File: src/rtl/muldiv_unit.sv
// Iterative 32-bit multiply/divide unit with HI/LO result registers.
//
// Ports:
//   Clk      - clock, rising edge
//   Reset    - asynchronous, active-high reset
//   Start    - begin an operation (sampled only when idle)
//   Op       - 00 MULTU, 01 MULT, 10 DIVU, 11 DIV
//   A, B     - operands (multiplicand/dividend, multiplier/divisor)
//   HI_We    - MTHI: load Wr_Data into HI when idle
//   LO_We    - MTLO: load Wr_Data into LO when idle
//   Wr_Data  - data for MTHI/MTLO
//   Busy     - operation in progress (CALC or FIN)
//   Done     - one-cycle pulse after HI/LO receive a result
//   HI, LO   - product high/low word, or remainder/quotient
//
// One shift-add or restoring-divide step per cycle for 32 cycles, then a
// sign-fixup cycle that commits the result. Operation latency is 33 edges.
module muldiv_unit (
  input  logic        Clk,
  input  logic        Reset,
  input  logic        Start,
  input  logic [1:0]  Op,
  input  logic [31:0] A,
  input  logic [31:0] B,
  input  logic        HI_We,
  input  logic        LO_We,
  input  logic [31:0] Wr_Data,
  output logic        Busy,
  output logic        Done,
  output logic [31:0] HI,
  output logic [31:0] LO
);

  typedef enum logic [1:0] {StIdle, StCalc, StFin} state_e;

  state_e      state_q, state_d;
  logic [4:0]  cnt_q, cnt_d;
  logic [1:0]  op_q, op_d;
  logic        sign_a_q, sign_a_d;
  logic        sign_b_q, sign_b_d;
  logic [31:0] opb_q, opb_d;   // multiplicand or divisor magnitude
  logic [63:0] acc_q, acc_d;   // {partial hi, multiplier} or {remainder, quotient}
  logic [31:0] hi_q, hi_d;
  logic [31:0] lo_q, lo_d;
  logic        done_q, done_d;

  // Operand magnitudes; signs only count for the signed ops (Op[0]).
  logic        a_neg, b_neg;
  logic [31:0] a_mag, b_mag;
  assign a_neg = Op[0] & A[31];
  assign b_neg = Op[0] & B[31];
  assign a_mag = a_neg ? -A : A;
  assign b_mag = b_neg ? -B : B;

  // Shift-add multiply step.
  logic [32:0] mul_sum;
  logic [63:0] mul_next;
  assign mul_sum  = {1'b0, acc_q[63:32]} + {1'b0, (acc_q[0] ? opb_q : 32'h0)};
  assign mul_next = {mul_sum, acc_q[31:1]};

  // Restoring divide step. When the subtraction succeeds the difference is
  // below the divisor, so 32 bits are enough to hold it.
  logic [32:0] div_shift;
  logic        div_ok;
  logic [31:0] div_diff;
  logic [63:0] div_next;
  assign div_shift = {acc_q[63:32], acc_q[31]};
  assign div_ok    = div_shift >= {1'b0, opb_q};
  assign div_diff  = div_shift[31:0] - opb_q;
  assign div_next  = {(div_ok ? div_diff : div_shift[31:0]), acc_q[30:0], div_ok};

  // Sign fixup. With a zero divisor every step "succeeds", so the remainder
  // ends up as the dividend magnitude and re-applying the dividend sign
  // restores A exactly; only the quotient needs overriding.
  logic [63:0] mul_res;
  logic [31:0] div_lo, div_hi;
  assign mul_res = (sign_a_q ^ sign_b_q) ? -acc_q : acc_q;
  assign div_lo  = (opb_q == 32'h0)     ? 32'hFFFF_FFFF :
                   (sign_a_q ^ sign_b_q) ? -acc_q[31:0] : acc_q[31:0];
  assign div_hi  = sign_a_q ? -acc_q[63:32] : acc_q[63:32];

  always_comb begin
    state_d  = state_q;
    cnt_d    = cnt_q;
    op_d     = op_q;
    sign_a_d = sign_a_q;
    sign_b_d = sign_b_q;
    opb_d    = opb_q;
    acc_d    = acc_q;
    hi_d     = hi_q;
    lo_d     = lo_q;
    done_d   = 1'b0;
    unique case (state_q)
      StIdle: begin
        if (HI_We) hi_d = Wr_Data;
        if (LO_We) lo_d = Wr_Data;
        if (Start) begin
          op_d     = Op;
          sign_a_d = a_neg;
          sign_b_d = b_neg;
          cnt_d    = 5'd0;
          if (Op[1]) begin
            opb_d = b_mag;
            acc_d = {32'h0, a_mag};
          end else begin
            opb_d = a_mag;
            acc_d = {32'h0, b_mag};
          end
          state_d = StCalc;
        end
      end
      StCalc: begin
        acc_d = op_q[1] ? div_next : mul_next;
        cnt_d = cnt_q + 5'd1;
        if (cnt_q == 5'd31) state_d = StFin;
      end
      StFin: begin
        if (op_q[1]) begin
          hi_d = div_hi;
          lo_d = div_lo;
        end else begin
          hi_d = mul_res[63:32];
          lo_d = mul_res[31:0];
        end
        done_d  = 1'b1;
        state_d = StIdle;
      end
      default: state_d = StIdle;
    endcase
  end

  always_ff @(posedge Clk or posedge Reset) begin
    if (Reset) begin
      state_q  <= StIdle;
      cnt_q    <= 5'd0;
      op_q     <= 2'b00;
      sign_a_q <= 1'b0;
      sign_b_q <= 1'b0;
      opb_q    <= 32'h0;
      acc_q    <= 64'h0;
      hi_q     <= 32'h0;
      lo_q     <= 32'h0;
      done_q   <= 1'b0;
    end else begin
      state_q  <= state_d;
      cnt_q    <= cnt_d;
      op_q     <= op_d;
      sign_a_q <= sign_a_d;
      sign_b_q <= sign_b_d;
      opb_q    <= opb_d;
      acc_q    <= acc_d;
      hi_q     <= hi_d;
      lo_q     <= lo_d;
      done_q   <= done_d;
    end
  end

  assign Busy = (state_q == StCalc) || (state_q == StFin);
  assign Done = done_q;
  assign HI   = hi_q;
  assign LO   = lo_q;

endmodule

File: config.mk
export PLATFORM = sky130hd
export DESIGN_NAME = muldiv_unit
export DESIGN_NICKNAME = d
export VERILOG_FILES = /design/src/rtl/muldiv_unit.sv
export SDC_FILE = /design/constraint.sdc
export NUM_CORES = 1
export LEC_CHECK = 0
export BUFFER_PORTS_ARGS = -buffer_cell sky130_fd_sc_hd__buf_2
export CAP_MARGIN = 30
export CORE_ASPECT_RATIO = 0.7
export CORE_MARGIN = 2
export CORE_UTILIZATION = 50
export CTS_BUF_LIST = sky130_fd_sc_hd__clkbuf_2 sky130_fd_sc_hd__clkbuf_4 sky130_fd_sc_hd__clkbuf_8
export DETAILED_ROUTE_END_ITERATION = 8
export PLACE_DENSITY = 0.7
export SLEW_MARGIN = 20
export SYNTH_ARGS = -nofsm -noshare
export SYNTH_HDL_FRONTEND = slang
export SYNTH_SLANG_ARGS = --single-unit
File: constraint.sdc
create_clock -name Clk -period 5.7 [get_ports Clk]
set_clock_uncertainty 0.15 [all_clocks]
set_input_delay 0.57 -clock Clk [delete_from_list [all_inputs] [get_ports Clk]]
set_output_delay 0.57 -clock Clk [all_outputs]
set_load 0.01 [all_outputs]
Yosys cells after proc, flatten, opt, wreduce, memory -nomap -nowiden
Cells that the tools add are included.

cells by class
  add/sub/neg operators = 8
  equality and inequality tests = 7
  muxes and demuxes = 25
  bitwise logic cells = 3
  reductions and logical operators = 10
  order comparisons = 1

operators with widths
  kind                                           count
  two-way mux 32 bit                             13
  two-way mux 64 bit                             3
  negation 32 bit                                4
  case mux 32 bit (2 select lines)               2
  case mux 64 bit (2 select lines)               1
  negation 64 bit                                1
  adder 32 x 32 -> 33 bit                        1
  greater-or-equal comparator 33 x 32 -> 1 bit   1
  logical NOT 32 bit                             1
  subtractor 32 bit                              1
  case mux 5 bit (2 select lines)                1
  AND reduction 2 bit                            5
  inequality test 2 bit, second input constant   4
  adder 5 x 1 -> 5 bit, second input constant    1
  == test 5 bit, second input constant           1
  two-way mux 5 bit                              1
  two-way mux 2 bit                              2
  case mux 2 bit (2 select lines)                1
  nonzero test 2 bit                             2
  AND 1 bit                                      2
  == test 2 x 1 -> 1 bit, second input constant  1
  == test 2 bit, second input constant           1
  logical NOT 2 bit                              1
  logical OR 1 bit                               1
  other kinds (2)                                2

word-level totals
  flip-flop bits (word level) = 172
  logic and storage cells = 64
  input port bits = 103

Depth between registers and ports, before layout
  word-level depth = 5
  gate-level depth with buffers = 14
  mapped depth without buffers = 13

Worst setup path before layout
Ideal clock, no wire load.

  path kind = reg-to-reg
  start = register acc_q[0]
  end = register acc_q[51]
  data arrival time = 3080 ps
  buffers on the path = 1
  stages on the path, launching flop included = 13
  required time = 5409 ps
  period minus slack after synthesis = 3371 ps
  setup slack = 2329 ps
  cells stage by stage = dfrtp_1 > inv_1 > clkbuf_1 > nor2_1 > ha_1 > a2111o_1 > o22a_1 > a211o_1 > a21o_1 > a21o_1 > a311oi_1 > xor2_1 > o221ai_1

on the way
  longest elaborated chain between the ends = 4

ends and longest elaborated chain
  what                              RTL line  source
  start, declared                   42        logic [63:0] acc_q, acc_d;
  start signal, assigned            140       acc_q <= 64'h0;
  start signal, assigned            151       acc_q <= acc_d;
  two-way mux 32 bit                58        assign mul_sum = {1'b0, acc_q[63:32]} + {1'b0, (acc_q[0] ? opb_q : 32'h0)};
  adder 32 x 32 -> 33 bit           58
  two-way mux 64 bit                113       acc_d = op_q[1] ? div_next : mul_next;
  case mux 64 bit (2 select lines)  93        unique case (state_q)

Every way passes these cells.
A chain may end at the register's enable or synchronous reset.

Worst setup path after layout
  start = register acc_q[0]
  end = register hi_q[2] (netlist: HI[2])

on the way
  longest elaborated chain between the ends = 4

ends and longest elaborated chain
  what                              RTL line  source
  negation 64 bit                   77        assign mul_res = (sign_a_q ^ sign_b_q) ? -acc_q : acc_q;
  two-way mux 64 bit                77
  two-way mux 32 bit                118       if (op_q[1]) begin
  case mux 32 bit (2 select lines)  93
  end signal, assigned              152       hi_q <= hi_d;
  end, declared                     43        logic [31:0] hi_q, hi_d;

Every way passes these cells.

==> key figures <==
Drt
  • Vias: 15417
  • Antenna Nets Post-Route: 0
  • Residual DRC count: 0
  • Iter 0 DRT Violations: around 1900
  • TritonRoute pass-1 iters: 8
  • Mean number of vias per cell: roughly 6.3
  • Drt wl/cell: roughly 22 µm
  • Post-Route WL: about 53 mm

Logic synthesis
  • Post-synth top flop: dfrtp_1
  • Ys async rst share: 100.0%
  • Post-synthesis cell type count: a little over 80
  • Yosys warns: 0
  • Flops & latches, synth: ~170
  • Seq/Total Area, Yosys: between 20 and 30%
  • Top post-synthesis cells by area: dfrtp_1, a21oi_1, ha_1
  • Syn Nets: about 2100
  • Post-synth top area cell: dfrtp_1
  • Cell count after synthesis: ~1900
  • Syn_area_per_cell: approximately 7.7 µm²
  • Post-synth top area share: 28.51%
  • Synthesized area: between 0.015 and 0.02 mm²
  • Number of synthesized flops with an enable pin: 0

CTS
  • CTS tree: built
  • CTS root buf: clkbuf_8
  • Setup Fix Bufs, Post-CTS: 0
  • H-tree depth: 4
  • Clock transition at the registers of the reported paths: about 110 ps
  • Cells resized by post-CTS repair: 0
  • Clock Path Buffers: 2
  • Clock latency on the worst-skew pair: around 500 ps
  • Hold-fix buffer count after cts: 0
  • CTS Buf Count: 17
  • Num Clock Sinks: about 170

STA
  • Max-Slew Margin vs Limit: between 30% and 40%
  • Worst-Margin Slew: 947.8 ps
  • Final min period: just under 4000 ps
  • RSZ-0062 raised after global routing: no
  • Max-slew violations: 0
  • Final Hold Viols: 0
  • Setup TNS Final: 0 ps
  • Fin crit share: between 60% and 70%
  • # setup viols final: 0
  • Achievable clock frequency: between 200 and 300 MHz

Setup path
  • Max incr delay on CP: between 500 and 600 ps
  • Crit path DAT: approximately 4200 ps
  • Startpoint Class: flip-flop
  • Most common cell on crit path: o21ai_0
  • Worst path slowest cell: dfrtp_1
  • CP Cell Sequence: inv_1 -> buf_4 -> ha_1 -> or3b_2 -> nor4_1 -> and4bb_1 -> a211o_1 -> a21oi_1 -> xnor2_1 -> nand2_1 -> o21ai_0 -> o21ai_0
  • CP delay by family, top: simple AND/OR/NAND/NOR gates
  • Worst path required time: 5910 ps
  • Worst path bufs/invs: 2
  • CP Max Fanout: 32
  • CP Capture Type: flip-flop
  • Setup Crit Path Kind: reg -> reg

Power and ir drop
  • Power Density: 645.6 mW/mm²
  • Power Total: 0.01069 W
  • VDD IR max: roughly 280 µV
  • Leak Pwr: approximately 7.4 nW

GRT
  • Total grt overflow: 0
  • Antenna violations before repair: 1
  • Vias in the first global route: 13763
  • First-pass GRT wire length: approximately 80 mm
  • Largest net degree at the start of global routing: 90
  • GRT Total Usage: 33.62%

Floorplan
  • Die height: ~150 µm
  • Row count: 53
  • Initial core utilization: roughly half
  • Io pins: ~170
  • Die ar.: around 0.031 mm²
  • Core Area: around 0.030 mm²
  • Die X: roughly 210 µm

Final layout
  • Area added between synthesis and finish: 10.30%
  • Sequential standard cell area: approximately 0.0043 mm²
  • Multi-input gate area: between 0.01 and 0.015 mm²
  • Fin cells: around 2400
  • Final net count: 2208
  • Ratio of cells with drive above 1 in the final layout: 13.12%
  • Fillers: roughly 2900

Placed design
  • IO buf count: between 150 and 200
  • # placed instances: between 2000 and 2500
  • Hpwl dp: 41.75 mm
  • Placer's final routability congestion estimate: a little over 1

Worst hold path
  • Hold WC Path Type: in -> async

Status
  • Status: completed

Job
  • Number of max-cap violations: 0
cells in the mapped netlist (12+ instances only):
library cell  number
nor3_1            45
o31ai_1           23
a211oi_1          30
o21ai_1           12
dfrtp_1          171
or3_1             16
a21o_1            34
a31oi_1           19
nand3_1           25
mux2i_1           45
mux2_2            13
inv_1             72
nor2b_1           18
or4_1             13
ha_1              73
nor2_1           206
o21ai_0          181
o22ai_1           30
nand2_1          169
nor4_1            21
xnor2_1           89
xor2_1            85
clkbuf_1         102
nand2b_1          23
a21oi_1          227
a22oi_1           16
state kept, by name, summed over array words and instances (netlist names):
name and cells:
Done 1, HI 32, LO 32, acc_q 64, cnt_q 5, op_q 1, opb_q 32, sign_a_q 1
sign_b_q 1, state_q 2
cells by family (layout without fill, tap and decap cells):
group | after synthesis | after routing | share of synthesized area [%]
adder cells (fa/ha/maj) | 75 | 75 | 6.352
multiplexers | 58 | 58 | 3.976
XOR/XNOR | 174 | 174 | 10.15
buffers and inverters | 189 | 294 | 4.777
AO/OA/AOI/OAI | 665 | 665 | 26.84
other | 0 | 1 | 0
flip-flops | 171 | 171 | 28.51
AND/OR/NAND/NOR | 606 | 606 | 19.39
layout by cell type, fill, tap and decap left out, types with 6 or more instances in the layout:
cell type,synthesis,routed
nor3_1,45,45
xnor2_1,89,88
nand2b_1,23,23
a21o_1,34,34
and3_1,8,8
o31ai_1,23,23
o21bai_1,9,9
mux2i_1,45,45
dfrtp_1,171,170
nand2_1,169,168
o221ai_1,6,6
and2_1,8,8
a21oi_1,227,224
o211ai_1,8,8
clkbuf_8,0,17
ha_1,73,72
a22oi_1,16,16
nand3b_1,8,8
buf_4,0,20
a211oi_1,30,30
buf_2,6,168
a31oi_1,19,19
or4_1,13,13
mux2_2,13,13
a221o_1,6,6
nor4_1,21,21
inv_1,72,71
xor2_1,85,85
nand4_1,9,9
nor3b_1,11,11
o41ai_1,9,9
o22ai_1,30,30
nand3_1,25,25
o21ai_0,181,181
or3_1,16,16
o21ai_1,12,11
o21a_1,9,9
nor2b_1,18,18
nor2_1,206,206
worst reg2reg max path: stages, from the launching register on:
cell and delay (ps):
dfrtp_1 510, inv_1 90, buf_4 360, ha_1 270, or3b_2 460, nor4_1 490
and4bb_1 490, a211o_1 300, a21oi_1 110, xnor2_1 290, nand2_1 120, o21ai_0 120
o21ai_0 90
final cells by class:
type / count / share of cell area [%]
Antenna cell: 1 / 0.01511
Clock buffer: 17 / 1.413
Clock inverter: 15 / 1.119
Inverter: 73 / 1.685
Multi-Input combinational cell: 1578 / 60.85
Sequential cell: 171 / 25.85
Tap cell: 385 / 2.910
Timing Repair Buffer: 189 / 6.152
per-layer routing:
layer | vias up | track usage (%) | routed length [µm]
met2 | 856 | 45.84 | 20810
met5 | - | 0 | 0
li1 | 7164 | - | -
met4 | 0 | 8.662 | 1168
met1 | 7330 | 51.21 | 24970
met3 | 67 | 9.663 | 6237
final timing paths:
path,from,to,slack (ps),depth (start not counted)
min in group Clk,Wr_Data[5],LO[5],250,3
worst max-delay path,acc_q[0],HI[2],1720,12
worst max register to register,acc_q[0],HI[2],1720,12
max in group asynchronous,Reset,op_q[1],4020,3
worst min register to register,LO[16],LO[16],330,2
worst min-delay path,Reset,LO[11],80,2
stage by stage:
step / hold slack (ps) / util (%) / instance area [µm²] / setup slack [ps]
floorplan: 299.8 / - / 15010 / 348.2
global placement: 303.8 / 54.10 / 16110 / 1843
detailed placement: 316.0 / 54.19 / 16130 / 1816
CTS: 110.8 / 55.60 / 16550 / 1825
global route: 136.7 / 55.60 / 16560 / 1485
finish: 78.68 / 55.60 / 16560 / 1721
power breakdown:
part	internal [W]	switching, W	total (W)
logic	0.00271	0.00444	0.00715
registers	0.00178	0.000836	0.00261
clock network	0.000371	0.000558	0.000928
Note: power is estimated with default switching activity, not from simulation.
